### src/rtl/sram_access_arbiter.sv
// Four-way SRAM_controller arbiter (0=VGA, 1=UART, 2=M2, 3=M1).
// Define SRAM_ARB_RR_EN for round-robin among requesters 1..3; otherwise fixed priority.
module sram_access_arbiter #(
    parameter int READ_LATENCY = 2,
    parameter int MAX_HOLD     = 0
) (
    input  logic        CLOCK_50_I,
    input  logic        resetn,
    input  logic [3:0]  req,
    input  logic [17:0] req_address    [3:0],
    input  logic [15:0] req_write_data [3:0],
    input  logic [3:0]  req_we_n,
    output logic [3:0]  gnt,
    output logic [1:0]  owner_id,
    output logic        busy,
    output logic [3:0]  rd_valid,
    output logic [17:0] SRAM_address,
    output logic [15:0] SRAM_write_data,
    output logic        SRAM_we_n
);

    typedef enum logic {ARB_IDLE, ARB_OWN} arb_state_e;

    arb_state_e  state_q;
    logic [3:0]  gnt_q;
    logic [3:0]  req_q;
    logic [1:0]  owner_q;
    logic [15:0] hold_q;
    logic [1:0]  win_d;
    logic        rel_d;
    logic        rd_issue;
    logic [2:0]  tag_q [READ_LATENCY];

`ifdef SRAM_ARB_RR_EN
    logic [1:0] rr_q;
    logic [1:0] rr_d;
    logic [2:0] rr_idx;
    logic       rr_found;

    always_comb begin
        win_d    = 2'd0;
        rr_found = 1'b0;
        rr_idx   = 3'd0;
        rr_d     = owner_q + 2'd1;
        if (rr_d == 2'd0) rr_d = 2'd1;
        if (!req_q[0]) begin
            for (int k = 0; k < 3; k++) begin
                rr_idx = {1'b0, rr_q} + 3'(k);
                if (rr_idx > 3'd3) rr_idx = rr_idx - 3'd3;
                if (!rr_found && req_q[rr_idx[1:0]]) begin
                    win_d    = rr_idx[1:0];
                    rr_found = 1'b1;
                end
            end
        end
    end
`else
    always_comb begin
        win_d = 2'd0;
        priority case (1'b1)
            req_q[0]: win_d = 2'd0;
            req_q[1]: win_d = 2'd1;
            req_q[2]: win_d = 2'd2;
            req_q[3]: win_d = 2'd3;
            default:  win_d = 2'd0;
        endcase
    end
`endif

    // Forced release only matters when someone else is actually waiting.
    always_comb begin
        rel_d = !req[owner_q];
        if (MAX_HOLD != 0 && hold_q == 16'(MAX_HOLD - 1)
            && (req & ~gnt_q) != 4'd0)
            rel_d = 1'b1;
    end

    always_ff @(posedge CLOCK_50_I or negedge resetn) begin
        if (!resetn) begin
            state_q <= ARB_IDLE;
            gnt_q   <= 4'd0;
            req_q   <= 4'd0;
            owner_q <= 2'd0;
            hold_q  <= 16'd0;
`ifdef SRAM_ARB_RR_EN
            rr_q    <= 2'd1;
`endif
        end else begin
            req_q <= req;
            unique case (state_q)
                ARB_IDLE: begin
                    if (req_q != 4'd0) begin
                        gnt_q   <= 4'b0001 << win_d;
                        owner_q <= win_d;
                        hold_q  <= 16'd0;
                        state_q <= ARB_OWN;
                    end
                end
                ARB_OWN: begin
                    if (hold_q != 16'hFFFF) hold_q <= hold_q + 16'd1;
                    if (rel_d) begin
                        gnt_q   <= 4'd0;
                        state_q <= ARB_IDLE;
`ifdef SRAM_ARB_RR_EN
                        rr_q    <= rr_d;
`endif
                    end
                end
                default: state_q <= ARB_IDLE;
            endcase
        end
    end

    assign gnt      = gnt_q;
    assign owner_id = owner_q;
    assign busy     = gnt_q != 4'd0;

    always_comb begin
        SRAM_address    = 18'd0;
        SRAM_write_data = 16'd0;
        SRAM_we_n       = 1'b1;
        if (busy) begin
            SRAM_address    = req_address[owner_q];
            SRAM_write_data = req_write_data[owner_q];
            SRAM_we_n       = req_we_n[owner_q];
        end
    end

    assign rd_issue = busy && SRAM_we_n;

    // Tags keep flowing after release so late reads still return.
    always_ff @(posedge CLOCK_50_I or negedge resetn) begin
        if (!resetn) begin
            for (int i = 0; i < READ_LATENCY; i++) tag_q[i] <= 3'd0;
        end else begin
            tag_q[0] <= {rd_issue, owner_q};
            for (int i = 1; i < READ_LATENCY; i++) tag_q[i] <= tag_q[i-1];
        end
    end

    assign rd_valid = tag_q[READ_LATENCY-1][2]
                    ? (4'b0001 << tag_q[READ_LATENCY-1][1:0]) : 4'd0;

endmodule

### config.mk
export PLATFORM = sky130hd
export DESIGN_NAME = sram_access_arbiter
export DESIGN_NICKNAME = d
export VERILOG_FILES = /design/src/rtl/sram_access_arbiter.sv
export SDC_FILE = /design/constraint.sdc
export NUM_CORES = 1
export LEC_CHECK = 0
export CORE_ASPECT_RATIO = 0.75
export CORE_MARGIN = 3
export CORE_UTILIZATION = 25
export DETAILED_ROUTE_END_ITERATION = 6
export PLACE_DENSITY = 0.73
export RECOVER_POWER = 100
export SLEW_MARGIN = 40
export SYNTH_ARGS = -nofsm -noshare
export SYNTH_HDL_FRONTEND = slang
export SYNTH_SLANG_ARGS = --single-unit
### constraint.sdc
create_clock -name CLOCK_50_I -period 1.9 [get_ports CLOCK_50_I]
set_input_delay 0.285 -clock CLOCK_50_I [delete_from_list [all_inputs] [get_ports CLOCK_50_I]]
set_output_delay 0.285 -clock CLOCK_50_I [all_outputs]
set_load 0.02 [all_outputs]
# Yosys cells after proc, flatten, opt, wreduce, memory -nomap -nowiden
# Cells that the tools add are included.
# Widths: inputs -> output; s select.
[op_classes] magnitude_cmp=1 eq_ne=2 shifts=2 muxes=22 bitwise=1 reduce_logical=5
[ops] operator="$bmux 18 s2" count=1
[ops] operator="$mux 18" count=2
[ops] operator="$bmux 16 s2" count=1
[ops] operator="$mux 16" count=2
[ops] operator="$mux 4" count=3
[ops] operator="$mux 2" count=4
[ops] operator="$pmux 4 s2" count=1
[ops] operator="$reduce_bool 4->1" count=2
[ops] operator="$shl 1x2->4 const A" count=2
[ops] operator="$mux 1" count=5
[ops] operator="$bmux 1 s2" count=2
[ops] operator="$ne 2x2->1 const B" count=2
[ops] operator="$reduce_and 2->1" count=2
[ops] operator="$lt 2x3->1 const B" count=1
[ops] operator="$pmux 1 s2" count=1
[ops] operator="$logic_and 1x1->1" count=1
[ops] operator="$not 1->1" count=1
[totals] reg_bits=17 in_bits=146 out_inout_bits=46 elab_cells=39

# Longest topological paths before layout
# Gate-level depths: netlist of the first run.
[logic_depth] ltp_word=7 depth_mapped=4

# Worst setup path after synthesis of the first run
# OpenSTA, ideal clock, no wires.
[synth_timing] kind="register to output" startpoint="register owner_q[0], in the netlist owner_id[0]" endpoint="output port SRAM_address[10]" t_arrival_ns=1.531 required_ns=1.615 path_slack_ns=0.084 path_stages_with_launch=5 path_buffers=2 path_cell_list="dfrtp_1 > buf_6 > buf_6 > mux4_2 > nor2b_1"
[synth_between] elab_chain_cells=3
[synth_rtl] element="start, declared" line="27" text="logic [1:0] owner_q;"
[synth_rtl] element="start signal, assigned" line="94" text="owner_q <= win_d;"
[synth_rtl] element="$bmux 18 s2" line="123" text="SRAM_address = req_address[owner_q];"
[synth_rtl] element="$mux 18 (implied by the code)" line="123"
[synth_rtl] element="$mux 18" line="122" text="if (busy) begin"
[synth_rtl] element="end, declared" line="17" text="output logic [17:0] SRAM_address,"
# Every way passes these cells. The select of a mux whose other input is x is not followed.

# Final worst setup path of the first run
[layout_timing] startpoint="register owner_q[0], in the netlist owner_id[0]" endpoint="output port SRAM_we_n"
[layout_between] elab_chain_cells=3
[layout_rtl] element="$bmux 1 s2" line="125" text="SRAM_we_n = req_we_n[owner_q];"
[layout_rtl] element="$mux 1 (implied by the code)" line="125"
[layout_rtl] element="$mux 1" line="122"
[layout_rtl] element="end, declared" line="19" text="output logic SRAM_we_n"
# Every way passes these cells. The select of a mux whose other input is x is not followed.

==> results of run 1 <==
[sequential cells by signal (all words and copies together), names as in the netlist]
signal and count:
tag_q 6, gnt 4, req_q 4, owner_id 2, state_q 1
[layer usage]
metal	vias to the layer above	wire, microns
li1	967	-
met4	0	88
met5	-	0
met3	8	960
met2	129	3990
met1	1004	2730
[how the worst max path moves through the flow]
stage | endpoint | start | slack [ps] | cells past startpoint
final | SRAM_we_n | owner_id[0]$_DFFE_PN0P_ | -130 | 5
after global routing | SRAM_we_n | owner_id[0]$_DFFE_PN0P_ | -180 | 5
after global placement | SRAM_we_n | req_we_n[0] | -300 | 4
after floorplan | SRAM_address[10] | owner_id[0]$_DFFE_PN0P_ | 80 | 4
after detailed placement | SRAM_we_n | req_we_n[0] | -330 | 4
after CTS | SRAM_address[17] | owner_id[0]$_DFFE_PN0P_ | -170 | 6
[cell usage after synthesis (all sizes together)]
cell,count
clkbuf,2
nor2b,36
o32ai,1
o2bb2ai,1
nor2,8
buf,10
nand3,1
o211ai,1
nand2,2
o22a,2
or2,1
and3b,1
a21oi,5
mux4,36
nor3b,1
and3,1
a31oi,1
nor4,4
inv,5
dfrtp,17
[metrics by stage]
stage / setup TNS [ps] / util, % / worst slack [ps]
6_report: -2200 / 65.9 / -132
2_1_floorplan: 0 / - / 84.0
5_1_grt: -4170 / 65.9 / -184
4_1_cts: -3300 / 60.9 / -172
3_5_place_dp: -7580 / 59.0 / -330
3_3_place_gp: -7350 / 59.0 / -301
[kinds of logic after synthesis]
family                 synth area share (%)
AND/OR/NAND/NOR                        19.2
buffers and inverters                  5.72
flip-flops                             24.3
multiplexers                           46.3
AO/OA/AOI/OAI                          4.43
[layout make-up]
cell class                      count  area (sq um)  share of cell area [%]
Clock buffer                        4          45.0                    1.05
Sequential cell                    17           427                    9.90
Timing Repair Buffer              225          2300                    53.3
Tap cell                           81           101                    2.35
Inverter                            5          18.8                   0.436
Multi-Input combinational cell    102          1420                    33.0
[what timing repair did]
| item | 4_1_cts | 5_1_grt |
|---|---|---|
| cloned | 4 | 0 |
| setup buffers | 7 | 10 |
| setup endpoints to repair | 36 | 36 |
| pin swaps | 1 | 1 |
| gates resized for setup | 168 | 85 |
[power by group]
group / switching, mW / total, mW / internal, mW / leakage (nW)
Combinational: 2.32 / 5.53 / 3.21 / 1.54
Sequential: 0.126 / 0.605 / 0.479 / 0.208
Clock: 0.116 / 0.265 / 0.149 / 0.0228
==> metrics.txt, run 1 <==
# TYPE chip_impl_metric gauge
chip_impl_info{name="run_status",value="finished with violations"} 1
chip_impl_info{name="violations",value="setup timing"} 1
chip_impl_metric{name="syn-num-nets",unit=""} 282
chip_impl_metric{name="nNetsFinal",unit=""} 500
chip_impl_metric{name="route.final.wire_length",unit="microns"} 7770
chip_impl_metric{name="fp-row-count",unit=""} 25
chip_impl_metric{name="cts-hold-fix-buffers",unit=""} 0
chip_impl_info{name="min_to",value="tag_q[0]$_DFF_PN0_"} 1
chip_impl_metric{name="seq_area_frac_synth",unit="%"} 24.3
chip_impl_metric{name="critical_path_buf_inv_count",unit=""} 3
chip_impl_info{name="crit_path_cell_trace",value="buf_6 -> buf_12 -> mux4_2 -> or2_1 -> buf_6"} 1
chip_impl_metric{name="post_layout_total_power",unit="mW"} 6.40
chip_impl_metric{name="clock-sinks",unit=""} 17
chip_impl_metric{name="post_drt_wl_per_cell",unit="microns"} 17.9
chip_impl_metric{name="period_share",unit="%"} 107
chip_impl_metric{name="globalplace.congestion",unit=""} 0.822
chip_impl_metric{name="grt.met3_usage",unit="%"} 6.31
chip_impl_info{name="critical-path-slowest-cell",value="mux4_2"} 1
chip_impl_metric{name="cp_slowest_stage_delay",unit="ps"} 490
chip_impl_metric{name="tritoncts.num_buffers",unit=""} 3
chip_impl_metric{name="port_buffers",unit=""} 191
chip_impl_metric{name="ys_types",unit=""} 24
chip_impl_metric{name="hold_ws",unit="ps"} 348
chip_impl_metric{name="power.static_leakage",unit="nW"} 1.77
chip_impl_info{name="r2r_end",value="gnt[0]$_DFFE_PN0P_"} 1
chip_impl_info{name="post_synth_main_area_contributors",value="mux4_2 (46%), dfrtp_1 (24%), nor2b_1 (13%)"} 1
chip_impl_metric{name="max_cap_viol_count",unit=""} 0
chip_impl_metric{name="hpwl",unit="microns"} 6100
chip_impl_metric{name="first_pass_grt_wire_length",unit="microns"} 11100
chip_impl_info{name="root_buffer_selected_by_cts",value="clkbuf_8"} 1
chip_impl_info{name="grt_setup_unrepaired",value="true"} 1
chip_impl_metric{name="htree_num_levels",unit=""} 1
chip_impl_metric{name="final_antenna_net_count",unit=""} 0
chip_impl_metric{name="report.final.setup_viol",unit=""} 35
chip_impl_info{name="hold_path.class",value="register to register"} 1
chip_impl_metric{name="avgViaCountPerCell",unit=""} 4.86
chip_impl_metric{name="fillCellCount",unit=""} 515
chip_impl_metric{name="timing.final.hold_violations",unit=""} 0
chip_impl_metric{name="post_route_cells_drive_above_1_share",unit="%"} 38.5
chip_impl_metric{name="die_w",unit="microns"} 103
chip_impl_metric{name="crit_fanout",unit=""} 6
chip_impl_info{name="globalRoute.busiestLayer",value="met2"} 1
chip_impl_metric{name="timing.final.max_slew_violations",unit=""} 0
chip_impl_metric{name="grt_max_degree",unit=""} 25
chip_impl_metric{name="crit_required",unit="ps"} 1620
chip_impl_info{name="hp-start",value="tag_q[3]$_DFF_PN0_"} 1
chip_impl_info{name="synth_top_cell_by_area",value="mux4_2"} 1
chip_impl_metric{name="maxClockFrequency",unit="GHz"} 0.492
chip_impl_metric{name="synth.ff_latch_count",unit=""} 17
chip_impl_info{name="leading_cell_types_in_the_layout_fill_and_taps_excluded",value="clkdlybuf4s50_1 (149), mux4_2 (36), buf_6 (28)"} 1
chip_impl_info{name="critical-path-top-delay-family",value="multiplexers"} 1
chip_impl_metric{name="antenna_cells",unit=""} 0
chip_impl_info{name="tritoncts",value="yes"} 1
chip_impl_metric{name="layout_min_cycle_time",unit="ps"} 2030
chip_impl_metric{name="finClkSkew",unit="ps"} 1.58
chip_impl_metric{name="clock_insertion_delay_worst_skew",unit="ps"} 250
chip_impl_metric{name="ctsLongestPathBuffers",unit=""} 2
chip_impl_metric{name="r2r_cells",unit=""} 6
chip_impl_metric{name="first_pass_iters",unit=""} 4
chip_impl_info{name="worst_path_most_repeated_cell",value="buf_6"} 1
chip_impl_metric{name="relSlewSlack",unit="%"} 70.0
chip_impl_metric{name="i_o_pin_total",unit=""} 192
chip_impl_metric{name="area_delta_synth_final",unit="%"} 146
chip_impl_metric{name="antenna_found_initial",unit=""} 0
chip_impl_metric{name="synth_cells",unit=""} 136
chip_impl_metric{name="coreArea",unit="sq um"} 6540
chip_impl_metric{name="detail_route.drc_violations",unit=""} 0
chip_impl_metric{name="timing_worst_slew_pin_value",unit="ps"} 448
chip_impl_metric{name="placed_cell_area",unit="sq um"} 3860
chip_impl_info{name="critical_path.startpoint_type",value="register"} 1
chip_impl_metric{name="vdd_drop_max",unit="uV"} 546
chip_impl_metric{name="via_count_of_the_first_global_routing_pass",unit=""} 2220
chip_impl_metric{name="fin_ws",unit="ps"} -132
chip_impl_metric{name="dp.cells",unit=""} 411
chip_impl_metric{name="gr_overflow_total",unit=""} 0
chip_impl_info{name="worstReg2RegStart",value="owner_id[0]$_DFFE_PN0P_"} 1
chip_impl_metric{name="post_layout_nonfiller_instances",unit=""} 434
chip_impl_info{name="timing.setup.critical_path_class",value="register to primary output"} 1
chip_impl_metric{name="ys_warn_count",unit=""} 0
chip_impl_metric{name="cp.arrival",unit="ps"} 1750
chip_impl_metric{name="r2r_setup_slack",unit="ps"} 210
chip_impl_metric{name="clkTransAtPathRegs",unit="ps"} 60
chip_impl_metric{name="groute.layer.met1.usage",unit="%"} 20.6
chip_impl_info{name="critical_path.endpoint_type",value="primary output"} 1
chip_impl_metric{name="die_h",unit="microns"} 78.5
chip_impl_metric{name="fin_area",unit="sq um"} 4310
chip_impl_info{name="final_common_cell",value="clkdlybuf4s50_1"} 1
chip_impl_metric{name="worst_hold_path.num_cells",unit=""} 0
chip_impl_metric{name="drt-initial-drc-count",unit=""} 48
chip_impl_metric{name="initial_cell_density_of_the_core",unit="%"} 26.8
chip_impl_metric{name="p_per_area",unit="nW/um^2"} 1490
chip_impl_metric{name="grt_util_all_layers",unit="%"} 18.1
chip_impl_metric{name="syn_area",unit="sq um"} 1750
chip_impl_metric{name="num_vias",unit=""} 2108
chip_impl_metric{name="synthesis.area_per_instance",unit="sq um"} 12.9
chip_impl_metric{name="global_route.usage.met2",unit="%"} 32.4
chip_impl_metric{name="synth_largest_type_area_fraction",unit="%"} 46.3
chip_impl_metric{name="die-area",unit="sq um"} 8050
(Power assumes the default switching activity.)
==> run 2: changes to the inputs <==
GPL_ROUTABILITY_DRIVEN = 0   (was unset)
SLEW_MARGIN = unset   (was 40)
==> results of run 2 <==
Final layout, timing and power as in run 1 (identical DEF).
